### src/rtl/axi_xbar_arb_pkg.sv
// ============================================================================
// Module      : axi_xbar_arb_pkg
// Description : Shared constants and sizing helpers for the master-port
//               arbiter (QoS width, select index widths).
// Revision    : 1.0 - initial release
// ============================================================================
`default_nettype none

package axi_xbar_arb_pkg;

  localparam int QOS_W = 4;

  // Width of an index selecting one of n items; never less than 1 bit.
  function automatic int idx_width(input int n);
    return (n > 1) ? $clog2(n) : 1;
  endfunction

endpackage

`default_nettype wire

### src/rtl/axi_xbar_rr_pick.sv
// ============================================================================
// Module      : axi_xbar_rr_pick
// Description : Round-robin picker with handshake lock; optional QoS compare
//               enabled by AXI_XBAR_ARB_QOS_EN.
// Revision    : 1.0 - initial release
// ============================================================================
`default_nettype none

module axi_xbar_rr_pick
  import axi_xbar_arb_pkg::*;
#(
  parameter int NO_PORTS = 4,
  localparam int IW = idx_width(NO_PORTS)
) (
  input  logic                      clk_i,
  input  logic                      rst_i,
  input  logic [NO_PORTS-1:0]       i_valid,
  input  logic                      i_en,
  input  logic                      i_ready,
`ifdef AXI_XBAR_ARB_QOS_EN
  input  logic [NO_PORTS*QOS_W-1:0] i_qos,
`endif
  output logic                      o_valid,
  output logic [IW-1:0]             o_sel,
  output logic [NO_PORTS-1:0]       o_ready
);

  localparam int SW = IW + 1;

  logic [IW-1:0]       r_ptr;
  logic                r_lock;
  logic [IW-1:0]       r_lock_sel;
  logic [NO_PORTS-1:0] w_req;
  logic [IW-1:0]       w_pick;
  logic                w_found;
  logic [SW-1:0]       w_sum;
  logic [IW-1:0]       w_idx;

  assign w_req = i_valid & {NO_PORTS{i_en}};

`ifdef AXI_XBAR_ARB_QOS_EN
  logic [QOS_W-1:0] w_qos [NO_PORTS];
  logic [QOS_W-1:0] w_best;

  for (genvar g = 0; g < NO_PORTS; g++) begin : g_qos
    assign w_qos[g] = i_qos[g*QOS_W +: QOS_W];
  end
`endif

  // Scan in priority order from the pointer; strict compare keeps the
  // earliest requester among equal-QoS ties.
  always_comb begin
    w_pick  = '0;
    w_found = 1'b0;
    w_sum   = '0;
    w_idx   = '0;
`ifdef AXI_XBAR_ARB_QOS_EN
    w_best  = '0;
`endif
    for (int k = 0; k < NO_PORTS; k++) begin
      w_sum = {1'b0, r_ptr} + SW'(k);
      if (w_sum >= SW'(NO_PORTS)) w_sum = w_sum - SW'(NO_PORTS);
      w_idx = w_sum[IW-1:0];
`ifdef AXI_XBAR_ARB_QOS_EN
      if (w_req[w_idx] && (!w_found || (w_qos[w_idx] > w_best))) begin
        w_best  = w_qos[w_idx];
`else
      if (w_req[w_idx] && !w_found) begin
`endif
        w_pick  = w_idx;
        w_found = 1'b1;
      end
    end
  end

  assign o_sel   = r_lock ? r_lock_sel : w_pick;
  assign o_valid = r_lock ? w_req[r_lock_sel] : w_found;
  assign o_ready = {{(NO_PORTS-1){1'b0}}, (i_ready && o_valid)} << o_sel;

  always_ff @(posedge clk_i) begin
    if (rst_i) begin
      r_ptr      <= '0;
      r_lock     <= 1'b0;
      r_lock_sel <= '0;
    end else if (o_valid && i_ready) begin
      r_ptr  <= (o_sel == IW'(NO_PORTS-1)) ? '0 : o_sel + IW'(1);
      r_lock <= 1'b0;
    end else if (o_valid) begin
      r_lock     <= 1'b1;
      r_lock_sel <= o_sel;
    end
  end

endmodule

`default_nettype wire

### src/rtl/axi_xbar_mst_arbiter.sv
// ============================================================================
// Module      : axi_xbar_mst_arbiter
// Description : AW/AR arbitration and W-order steering for one crossbar
//               master port. QoS arbitration via AXI_XBAR_ARB_QOS_EN.
// Revision    : 1.0 - initial release
// ============================================================================
`default_nettype none

module axi_xbar_mst_arbiter
  import axi_xbar_arb_pkg::*;
#(
  parameter int NoSlvPorts = 4,
  parameter int MaxWTrans  = 8,
  localparam int IW = idx_width(NoSlvPorts)
) (
  input  logic                        clk_i,
  input  logic                        rst_i,
  input  logic [NoSlvPorts-1:0]       aw_valid_i,
  output logic [NoSlvPorts-1:0]       aw_ready_o,
  output logic                        aw_valid_o,
  input  logic                        aw_ready_i,
  output logic [IW-1:0]               aw_sel_o,
  input  logic [NoSlvPorts-1:0]       w_valid_i,
  input  logic [NoSlvPorts-1:0]       w_last_i,
  output logic [NoSlvPorts-1:0]       w_ready_o,
  output logic                        w_valid_o,
  input  logic                        w_ready_i,
  output logic [IW-1:0]               w_sel_o,
  input  logic [NoSlvPorts-1:0]       ar_valid_i,
  output logic [NoSlvPorts-1:0]       ar_ready_o,
  output logic                        ar_valid_o,
  input  logic                        ar_ready_i,
  output logic [IW-1:0]               ar_sel_o,
`ifdef AXI_XBAR_ARB_QOS_EN
  input  logic [NoSlvPorts*QOS_W-1:0] aw_qos_i,
  input  logic [NoSlvPorts*QOS_W-1:0] ar_qos_i,
`endif
  output logic                        w_busy_o
);

  localparam int PW = idx_width(MaxWTrans);
  localparam int CW = idx_width(MaxWTrans + 1);

  logic [IW-1:0] r_fifo [MaxWTrans];
  logic [PW-1:0] r_wptr;
  logic [PW-1:0] r_rptr;
  logic [CW-1:0] r_cnt;
  logic          r_busy;
  logic [CW-1:0] w_cnt_nxt;
  logic          w_full;
  logic          w_empty;
  logic          w_push;
  logic          w_pop;
  logic [IW-1:0] w_head;

  // Full is judged on the registered count so W never feeds AW ready.
  assign w_full  = (r_cnt == CW'(MaxWTrans));
  assign w_empty = (r_cnt == '0);
  assign w_head  = r_fifo[r_rptr];

  axi_xbar_rr_pick #(.NO_PORTS(NoSlvPorts)) u_aw_pick (
    .clk_i   (clk_i),
    .rst_i   (rst_i),
    .i_valid (aw_valid_i),
    .i_en    (!w_full),
    .i_ready (aw_ready_i),
`ifdef AXI_XBAR_ARB_QOS_EN
    .i_qos   (aw_qos_i),
`endif
    .o_valid (aw_valid_o),
    .o_sel   (aw_sel_o),
    .o_ready (aw_ready_o)
  );

  axi_xbar_rr_pick #(.NO_PORTS(NoSlvPorts)) u_ar_pick (
    .clk_i   (clk_i),
    .rst_i   (rst_i),
    .i_valid (ar_valid_i),
    .i_en    (1'b1),
    .i_ready (ar_ready_i),
`ifdef AXI_XBAR_ARB_QOS_EN
    .i_qos   (ar_qos_i),
`endif
    .o_valid (ar_valid_o),
    .o_sel   (ar_sel_o),
    .o_ready (ar_ready_o)
  );

  assign w_push    = aw_valid_o && aw_ready_i;
  assign w_sel_o   = w_empty ? '0 : w_head;
  assign w_valid_o = !w_empty && w_valid_i[w_head];
  assign w_ready_o = {{(NoSlvPorts-1){1'b0}}, (w_ready_i && !w_empty)} << w_head;
  assign w_pop     = w_valid_o && w_ready_i && w_last_i[w_head];
  assign w_busy_o  = r_busy;

  always_comb begin
    w_cnt_nxt = r_cnt;
    case ({w_push, w_pop})
      2'b10:   w_cnt_nxt = r_cnt + CW'(1);
      2'b01:   w_cnt_nxt = r_cnt - CW'(1);
      default: w_cnt_nxt = r_cnt;
    endcase
  end

  always_ff @(posedge clk_i) begin
    if (w_push) r_fifo[r_wptr] <= aw_sel_o;
  end

  always_ff @(posedge clk_i) begin
    if (rst_i) begin
      r_wptr <= '0;
      r_rptr <= '0;
      r_cnt  <= '0;
      r_busy <= 1'b0;
    end else begin
      if (w_push) r_wptr <= (r_wptr == PW'(MaxWTrans-1)) ? '0 : r_wptr + PW'(1);
      if (w_pop)  r_rptr <= (r_rptr == PW'(MaxWTrans-1)) ? '0 : r_rptr + PW'(1);
      r_cnt  <= w_cnt_nxt;
      r_busy <= (w_cnt_nxt != '0);
    end
  end

endmodule

`default_nettype wire

### config.mk
export PLATFORM = sky130hd
export DESIGN_NAME = axi_xbar_mst_arbiter
export DESIGN_NICKNAME = d
export VERILOG_FILES = /design/src/rtl/axi_xbar_arb_pkg.sv /design/src/rtl/axi_xbar_rr_pick.sv /design/src/rtl/axi_xbar_mst_arbiter.sv
export SDC_FILE = /design/constraint.sdc
export NUM_CORES = 1
export LEC_CHECK = 0
export CAP_MARGIN = 20
export CORE_MARGIN = 8
export CORE_UTILIZATION = 54
export DETAILED_ROUTE_END_ITERATION = 8
export GPL_ROUTABILITY_DRIVEN = 0
export PLACE_DENSITY = 0.85
export SYNTH_ARGS = -nofsm -noshare
export SYNTH_HDL_FRONTEND = slang
export SYNTH_HIERARCHICAL = 1
export SYNTH_SLANG_ARGS = --single-unit
### constraint.sdc
create_clock -name clk_i -period 4.08 [get_ports clk_i]
set_clock_uncertainty 0.2 [all_clocks]
set_input_delay 1.224 -clock clk_i [delete_from_list [all_inputs] [get_ports clk_i]]
set_output_delay 1.224 -clock clk_i [all_outputs]
set_load 0.01 [all_outputs]
# Yosys cells after proc, flatten, opt, wreduce, memory -nomap -nowiden
# Memories as Yosys holds them, arrays and structs flattened. A register that Yosys moved wholly into a read port is not among the register bits.
# Cells that the tools add are included.
dict set report classes {
  add_sub_neg 20
  n_lt_le_gt_ge 19
  n_eq_ne 7
  n_shift 3
  muxes 62
  bitwise 3
  reduce_logical 26
}
# op n
set ops {}
lappend ops {{$mux W2} 21}
lappend ops {{$lt A2 B3 Y1 const B} 11}
lappend ops {{$bmux W1 S2} 12}
lappend ops {{$mux W1} 24}
lappend ops {{$ge A3 B3 Y1 const B} 6}
lappend ops {{$sub A2 B1 Y2 const B} 8}
lappend ops {{$add A2 B2 Y3 const B} 4}
lappend ops {{$logic_and A1 B1 Y1} 12}
lappend ops {{$mux W3} 4}
lappend ops {{$shl A1 B2 Y4} 3}
lappend ops {{$logic_not A1 Y1} 8}
lappend ops {{$pmux W4 S2} 1}
lappend ops {{$add A2 B1 Y3 const B} 2}
lappend ops {{$add A3 B1 Y3 const B} 2}
lappend ops {{$eq A2 B2 Y1 const B} 3}
lappend ops {{$eq A3 B3 Y1 const B} 2}
lappend ops {{$ge A2 B3 Y1 const B} 2}
lappend ops {{$add A2 B1 Y2 const B} 2}
lappend ops {{$add A4 B1 Y4 const B} 1}
lappend ops {{$and A4 B4 Y4} 1}
lappend ops {{$eq A4 B4 Y1 const B} 1}
lappend ops {{$logic_not A4 Y1} 1}
lappend ops {{$reduce_and A2 Y1} 2}
lappend ops {{$reduce_bool A4 Y1} 1}
lappend ops {{other kinds (4)} 6}
dict set report word_totals {
  reg_bits 21
  mem_bits_rw 16
  input_bits 21
  output_inout_bits 22
  elab_cells 151
  memories 1
}
# name depth width read_ports rd_ports_with_merged_regs wr line_no
set memory_table {}
lappend memory_table {r_fifo 8 2 1 1 1 axi_xbar_mst_arbiter.sv:44} ;# logic [IW-1:0] r_fifo [MaxWTrans];

# Depth between registers and ports, before layout
# Gate-level depths: netlist of the first run.
dict set report depth {
  ltp_word 20
  mapped_depth 16
  depth_no_buf 15
}

# Hierarchy
# The synthesis of the first run kept the hierarchy.
# mod n_inst cells_each area_each_um2 seq_area_each_um2
set modules_own_cells {}
lappend modules_own_cells {axi_xbar_mst_arbiter 1 119 1468.9 760.7}
lappend modules_own_cells {axi_xbar_rr_pick 2 70 608.1 100.1}

# Least setup slack after synthesis of the first run
# Ideal clock, no wire load.
dict set report synth_timing {
  path_type {in2out}
  from {input aw_valid_i[1]}
  to {output aw_ready_o[3]}
  t_arrival_ns 2.714
  t_required_ns 2.656
  slack_ns -0.058
  path_stages 7
  path_buffers 1
  path_cell_list {buf_6 or4_4 nand2_4 nor2_2 a221oi_4 inv_1 and3_1}
}
dict set report synth_between {
  word_cells_on_any_way 29
  cone_classes {1 x shift; 20 x mux; 1 x bitwise; 7 x reduce/logical}
}
# item line_no
set synth_lines {}
lappend synth_lines {{start: declaration} axi_xbar_mst_arbiter.sv:18} ;# input logic [NoSlvPorts-1:0] aw_valid_i,
lappend synth_lines {{$and A4 B4 Y4 *} axi_xbar_rr_pick.sv:39} ;# assign w_req = i_valid & {NO_PORTS{i_en}};
lappend synth_lines {{$bmux W1 S2} axi_xbar_rr_pick.sv:68} ;# if (w_req[w_idx] && !w_found) begin
lappend synth_lines {{$mux W1 (implied by the code)} axi_xbar_rr_pick.sv:68}
lappend synth_lines {{$mux W1} axi_xbar_rr_pick.sv:68}
lappend synth_lines {{$logic_not A1 Y1} axi_xbar_rr_pick.sv:68}
lappend synth_lines {{$logic_and A1 B1 Y1} axi_xbar_rr_pick.sv:68}
lappend synth_lines {{$mux W1} axi_xbar_rr_pick.sv:68}
lappend synth_lines {{$logic_not A1 Y1} axi_xbar_rr_pick.sv:68}
lappend synth_lines {{$logic_and A1 B1 Y1} axi_xbar_rr_pick.sv:68}
lappend synth_lines {{$mux W1} axi_xbar_rr_pick.sv:68}
lappend synth_lines {{$logic_not A1 Y1} axi_xbar_rr_pick.sv:68}
lappend synth_lines {{$logic_and A1 B1 Y1} axi_xbar_rr_pick.sv:68}
lappend synth_lines {{$mux W2 *} axi_xbar_rr_pick.sv:68}
lappend synth_lines {{$mux W2 *} axi_xbar_rr_pick.sv:76} ;# assign o_sel = r_lock ? r_lock_sel : w_pick;
lappend synth_lines {{net aw_sel_o[0]} axi_xbar_mst_arbiter.sv:22} ;# output logic [IW-1:0] aw_sel_o,
lappend synth_lines {{$shl A1 B2 Y4 *} axi_xbar_rr_pick.sv:78} ;# assign o_ready = {{(NO_PORTS-1){1'b0}}, (i_ready && o_valid)} << o_sel;
lappend synth_lines {{end: declaration} axi_xbar_mst_arbiter.sv:19} ;# output logic [NoSlvPorts-1:0] aw_ready_o,
# The timed path passes the listed nets; every way through them passes the cells marked *. The select of a mux whose other input is x is not followed.

# Worst setup path after layout of the first run
dict set report layout_timing {
  from {input ar_valid_i[3]}
  to {output ar_ready_o[0]}
}
dict set report layout_between {
  elab_chain_len 15
  word_cells_on_any_way 28
  cone_classes {1 x shift; 20 x mux; 7 x reduce/logical}
}
# item line_no
set layout_rtl {}
lappend layout_rtl {{start: declaration} axi_xbar_mst_arbiter.sv:29} ;# input logic [NoSlvPorts-1:0] ar_valid_i,
lappend layout_rtl {{$bmux W1 S2} axi_xbar_rr_pick.sv:68}
lappend layout_rtl {{$mux W1 (implied by the code)} axi_xbar_rr_pick.sv:68}
lappend layout_rtl {{$mux W1} axi_xbar_rr_pick.sv:68}
lappend layout_rtl {{$logic_not A1 Y1} axi_xbar_rr_pick.sv:68}
lappend layout_rtl {{$logic_and A1 B1 Y1} axi_xbar_rr_pick.sv:68}
lappend layout_rtl {{$mux W1} axi_xbar_rr_pick.sv:68}
lappend layout_rtl {{$logic_not A1 Y1} axi_xbar_rr_pick.sv:68}
lappend layout_rtl {{$logic_and A1 B1 Y1} axi_xbar_rr_pick.sv:68}
lappend layout_rtl {{$mux W1} axi_xbar_rr_pick.sv:68}
lappend layout_rtl {{$logic_not A1 Y1} axi_xbar_rr_pick.sv:68}
lappend layout_rtl {{$logic_and A1 B1 Y1} axi_xbar_rr_pick.sv:68}
lappend layout_rtl {{$mux W1} axi_xbar_rr_pick.sv:68}
lappend layout_rtl {{$mux W1} axi_xbar_rr_pick.sv:77} ;# assign o_valid = r_lock ? w_req[r_lock_sel] : w_found;
lappend layout_rtl {{$logic_and A1 B1 Y1} axi_xbar_rr_pick.sv:78}
lappend layout_rtl {{$shl A1 B2 Y4 *} axi_xbar_rr_pick.sv:78}
lappend layout_rtl {{end: declaration} axi_xbar_mst_arbiter.sv:30} ;# output logic [NoSlvPorts-1:0] ar_ready_o,
# Every way passes the cells marked *; elsewhere a longest branch is shown, timed or not. The select of a mux whose other input is x is not followed.

==> results of run 1 <==
==> critical path, stage by stage <==
cell	delay (ns)
buf_6	0.09
or4_4	0.56
nand2_4	0.09
nor2_4	0.04
a221oi_4	0.28
buf_6	0.16
nand2_4	0.05
nor2_4	0.09
buf_6	0.11
==> kinds of logic after synthesis <==
| kind of cell | synth area share, % |
|---|---|
| adder cells (fa/ha/maj) | 3.26 |
| XOR/XNOR | 1.96 |
| AO/OA/AOI/OAI | 16.7 |
| flip-flops | 35.8 |
| multiplexers | 11.2 |
| other | 0.140 |
| buffers and inverters | 6.80 |
| AND/OR/NAND/NOR | 24.1 |
==> flip-flops by register name, summed over array words and instances (netlist names), named ones only <==
name                  flops
u_ar_pick/r_lock          1
u_ar_pick/r_ptr           2
r_fifo                   16
r_cnt                     4
u_ar_pick/r_lock_sel      2
r_wptr                    3
u_aw_pick/r_ptr           2
w_busy_o                  1
u_aw_pick/r_lock          1
r_rptr                    3
u_aw_pick/r_lock_sel      2
==> cells in the mapped netlist, types with 3 or more instances <==
library cell and number:
nor3_1 9, nand2_1 8, dfxtp_1 24, nand3_1 6, o22ai_1 3, and2b_2 4, ha_1 7, nor2_1 29
nor3b_1 3, mux4_2 4, a211oi_1 9, a21oi_1 15, inv_1 8, edfxtp_1 16, xor2_1 5, buf_6 8
o211ai_1 4, nand2b_1 14, nor2b_1 4, mux2i_1 8, mux4_1 3
==> worst paths after layout <==
| check | from | to | cells after the start |
|---|---|---|---|
| worst min register to register | r_rptr[1] | register | 2 |
| worst max register to register | register | w_busy_o | 12 |
| worst max-delay path | ar_valid_i[3] | ar_ready_o[0] | 9 |
| worst min-delay path | r_rptr[1] | register | 2 |
==> metal layers <==
| metal | track usage, % | share of wire [%] |
|---|---|---|
| met2 | 33.0 | 52 |
| met1 | 18.7 | 41 |
| met5 | 0 | 0 |
| met4 | 8.76 | 2.5 |
| met3 | 3.21 | 4.4 |
==> power breakdown <==
part / switching (uW) / leakage (uW) / internal [uW] / total, uW
logic: 198 / 0.00103 / 226 / 424
registers: 33.7 / 0.000344 / 449 / 483
clock network: 132 / 0.0000552 / 181 / 313
total: 364 / 0.00143 / 856 / 1220
==> cell type report <==
type	count	area [sq um]	share of cell area [%]
Clock buffer	6	72.6	2.03
Timing Repair Buffer	84	714	20.0
Multi-Input combinational cell	202	1670	46.8
Tap cell	67	83.8	2.35
Clock inverter	2	35.0	0.982
Inverter	8	30.0	0.842
Sequential cell	40	961	26.9
==> timing repair <==
item	CTS	global route
pin swaps	16	14
resized for setup	113	16
endpoints found under the setup margin	19	14
buffers inserted	3	3
==> stage by stage <==
stage	TNS (ns)	worst slack (ns)
6_report	-0.172	-0.0495
5_1_grt	-0.650	-0.119
4_1_cts	-0.153	-0.0720
3_5_place_dp	-12.58	-0.929
3_3_place_gp	-11.58	-0.851
2_1_floorplan	0	0.0134
==> flow_summary.toml, run 1 <==
[run_status]
status = "complete, but fails checks"
violations = "setup timing"

[grt]
grt_pass1_wl_um = 10600
track_usage_pct = 17.8
antenna_found_initial = 0
grt_overflow = 0
grt_pass1_vias = 2316
grt_start_max_net_pins = 25

[clock_tree]
cts.clk_slew.worst_paths_ns = 0.07
clk_latency_ns = 0.29
ctsLongestPathBuffers = 2
cts_max_level = 2
root_buffer = "clkbuf_8"
cts_sinks = 40
cts_tree = "yes"
cts_buffers = 5
holdBufCountCts = 0

[setup_path]
required_ns = 2.66
worstSetupPathType = "in -> out"
end_kind = "output port"
cp_max_fo = 3
arrival_ns = 2.71
reg2reg_setup_slack_ns = 0.45
cp-start-kind = "input pin"

[floorplanning]
num_rows = 25
die_w_um = 86.5
die_h_um = 86.5
ios = 43
initial_utilization_pct = 56.5
coreArea_sq_mm = 0.00475
die_area_sq_mm = 0.00748

[route]
wirelength_um = 6520
drt_iter0_drc = 171
routedWlPerCell_um = 16.0
remaining_drc_errors = 0
routed_via_density = 5.53
vias = 2260
first_pass_iters = 4
final_antenna_net_count = 0

[flow_run]
cap_viol_max_count = 0

[power_and_ir_drop]
peakVddDrop_mv = 0.215
p_leak_uw = 0.00143
power_uw = 1220
power_density_mw_per_mm2 = 342

[layout]
fin_util_pct = 75.0
fin_nets = 369
layout_commonest_cell = "buf_4"
fillers = 355
layout_common_cells = "buf_4 (38), nor2_1 (28), dfxtp_1 (24)"
final_area_sq_mm = 0.00357
area_growth_pct = 32.9
drive_gt1_share_pct = 35.7
antennaDiodeCount = 0
instances_no_fill = 409

[timing]
finalSetupViolations = 7
fin_crit_ns = 4.13
clock.fmax_ghz = 0.242
setup_ws_ns = -0.0495
fin_hold_ws_ns = 0.311
drv_slew = 0
timing_hold_violations_final = 0
slew_headroom_pct = 43.8
finalCritPeriodShare_pct = 101
rsz0062_at_grt = "yes"
worst_pin_slew_ns = 0.841

[place]
hpwl_um = 4780
place_area_sq_mm = 0.00333
portBuffers = 42
dp_cells = 395

[synthesis]
synth_ff_type = "dfxtp_1"
synth_cell_types = 60
synth.largest_area_cell = "dfxtp_1"
synth_edf_count = 16
avgSynthCellArea_sq_um = 10.4
synth_seq_cells = 40
async_flop_share_pct = 0
syn-cell-area_sq_mm = 0.00269
yosysWarningCount = 6
synthCells = 259
yosys.area.top_type_share_pct = 17.9
synth.area.top_cells = "dfxtp_1 (18%), edfxtp_1 (18%), nor2_1 (4.1%)"
ys_seq_area_share_pct = 35.8

[worst_hold_path]
hp-class = "reg -> reg"
Power figures use the tool's default switching activity.
==> run 2, diff against run 1 <==
--- a/config.mk
+++ b/config.mk
@@ -9,7 +9,6 @@
 export CORE_MARGIN = 8
 export CORE_UTILIZATION = 54
 export DETAILED_ROUTE_END_ITERATION = 8
-export GPL_ROUTABILITY_DRIVEN = 0
 export PLACE_DENSITY = 0.85
 export SYNTH_ARGS = -nofsm -noshare
 export SYNTH_HDL_FRONTEND = slang
==> results of run 2 <==
Final layout, timing and power as in run 1 (identical DEF).
==> run 3, diff against run 2 <==
--- a/config.mk
+++ b/config.mk
@@ -9,6 +9,7 @@
 export CORE_MARGIN = 8
 export CORE_UTILIZATION = 54
 export DETAILED_ROUTE_END_ITERATION = 8
+export GPL_TIMING_DRIVEN = 1
 export PLACE_DENSITY = 0.85
 export SYNTH_ARGS = -nofsm -noshare
 export SYNTH_HDL_FRONTEND = slang
==> results of run 3 <==
Final layout, timing and power as in run 1 (identical DEF).
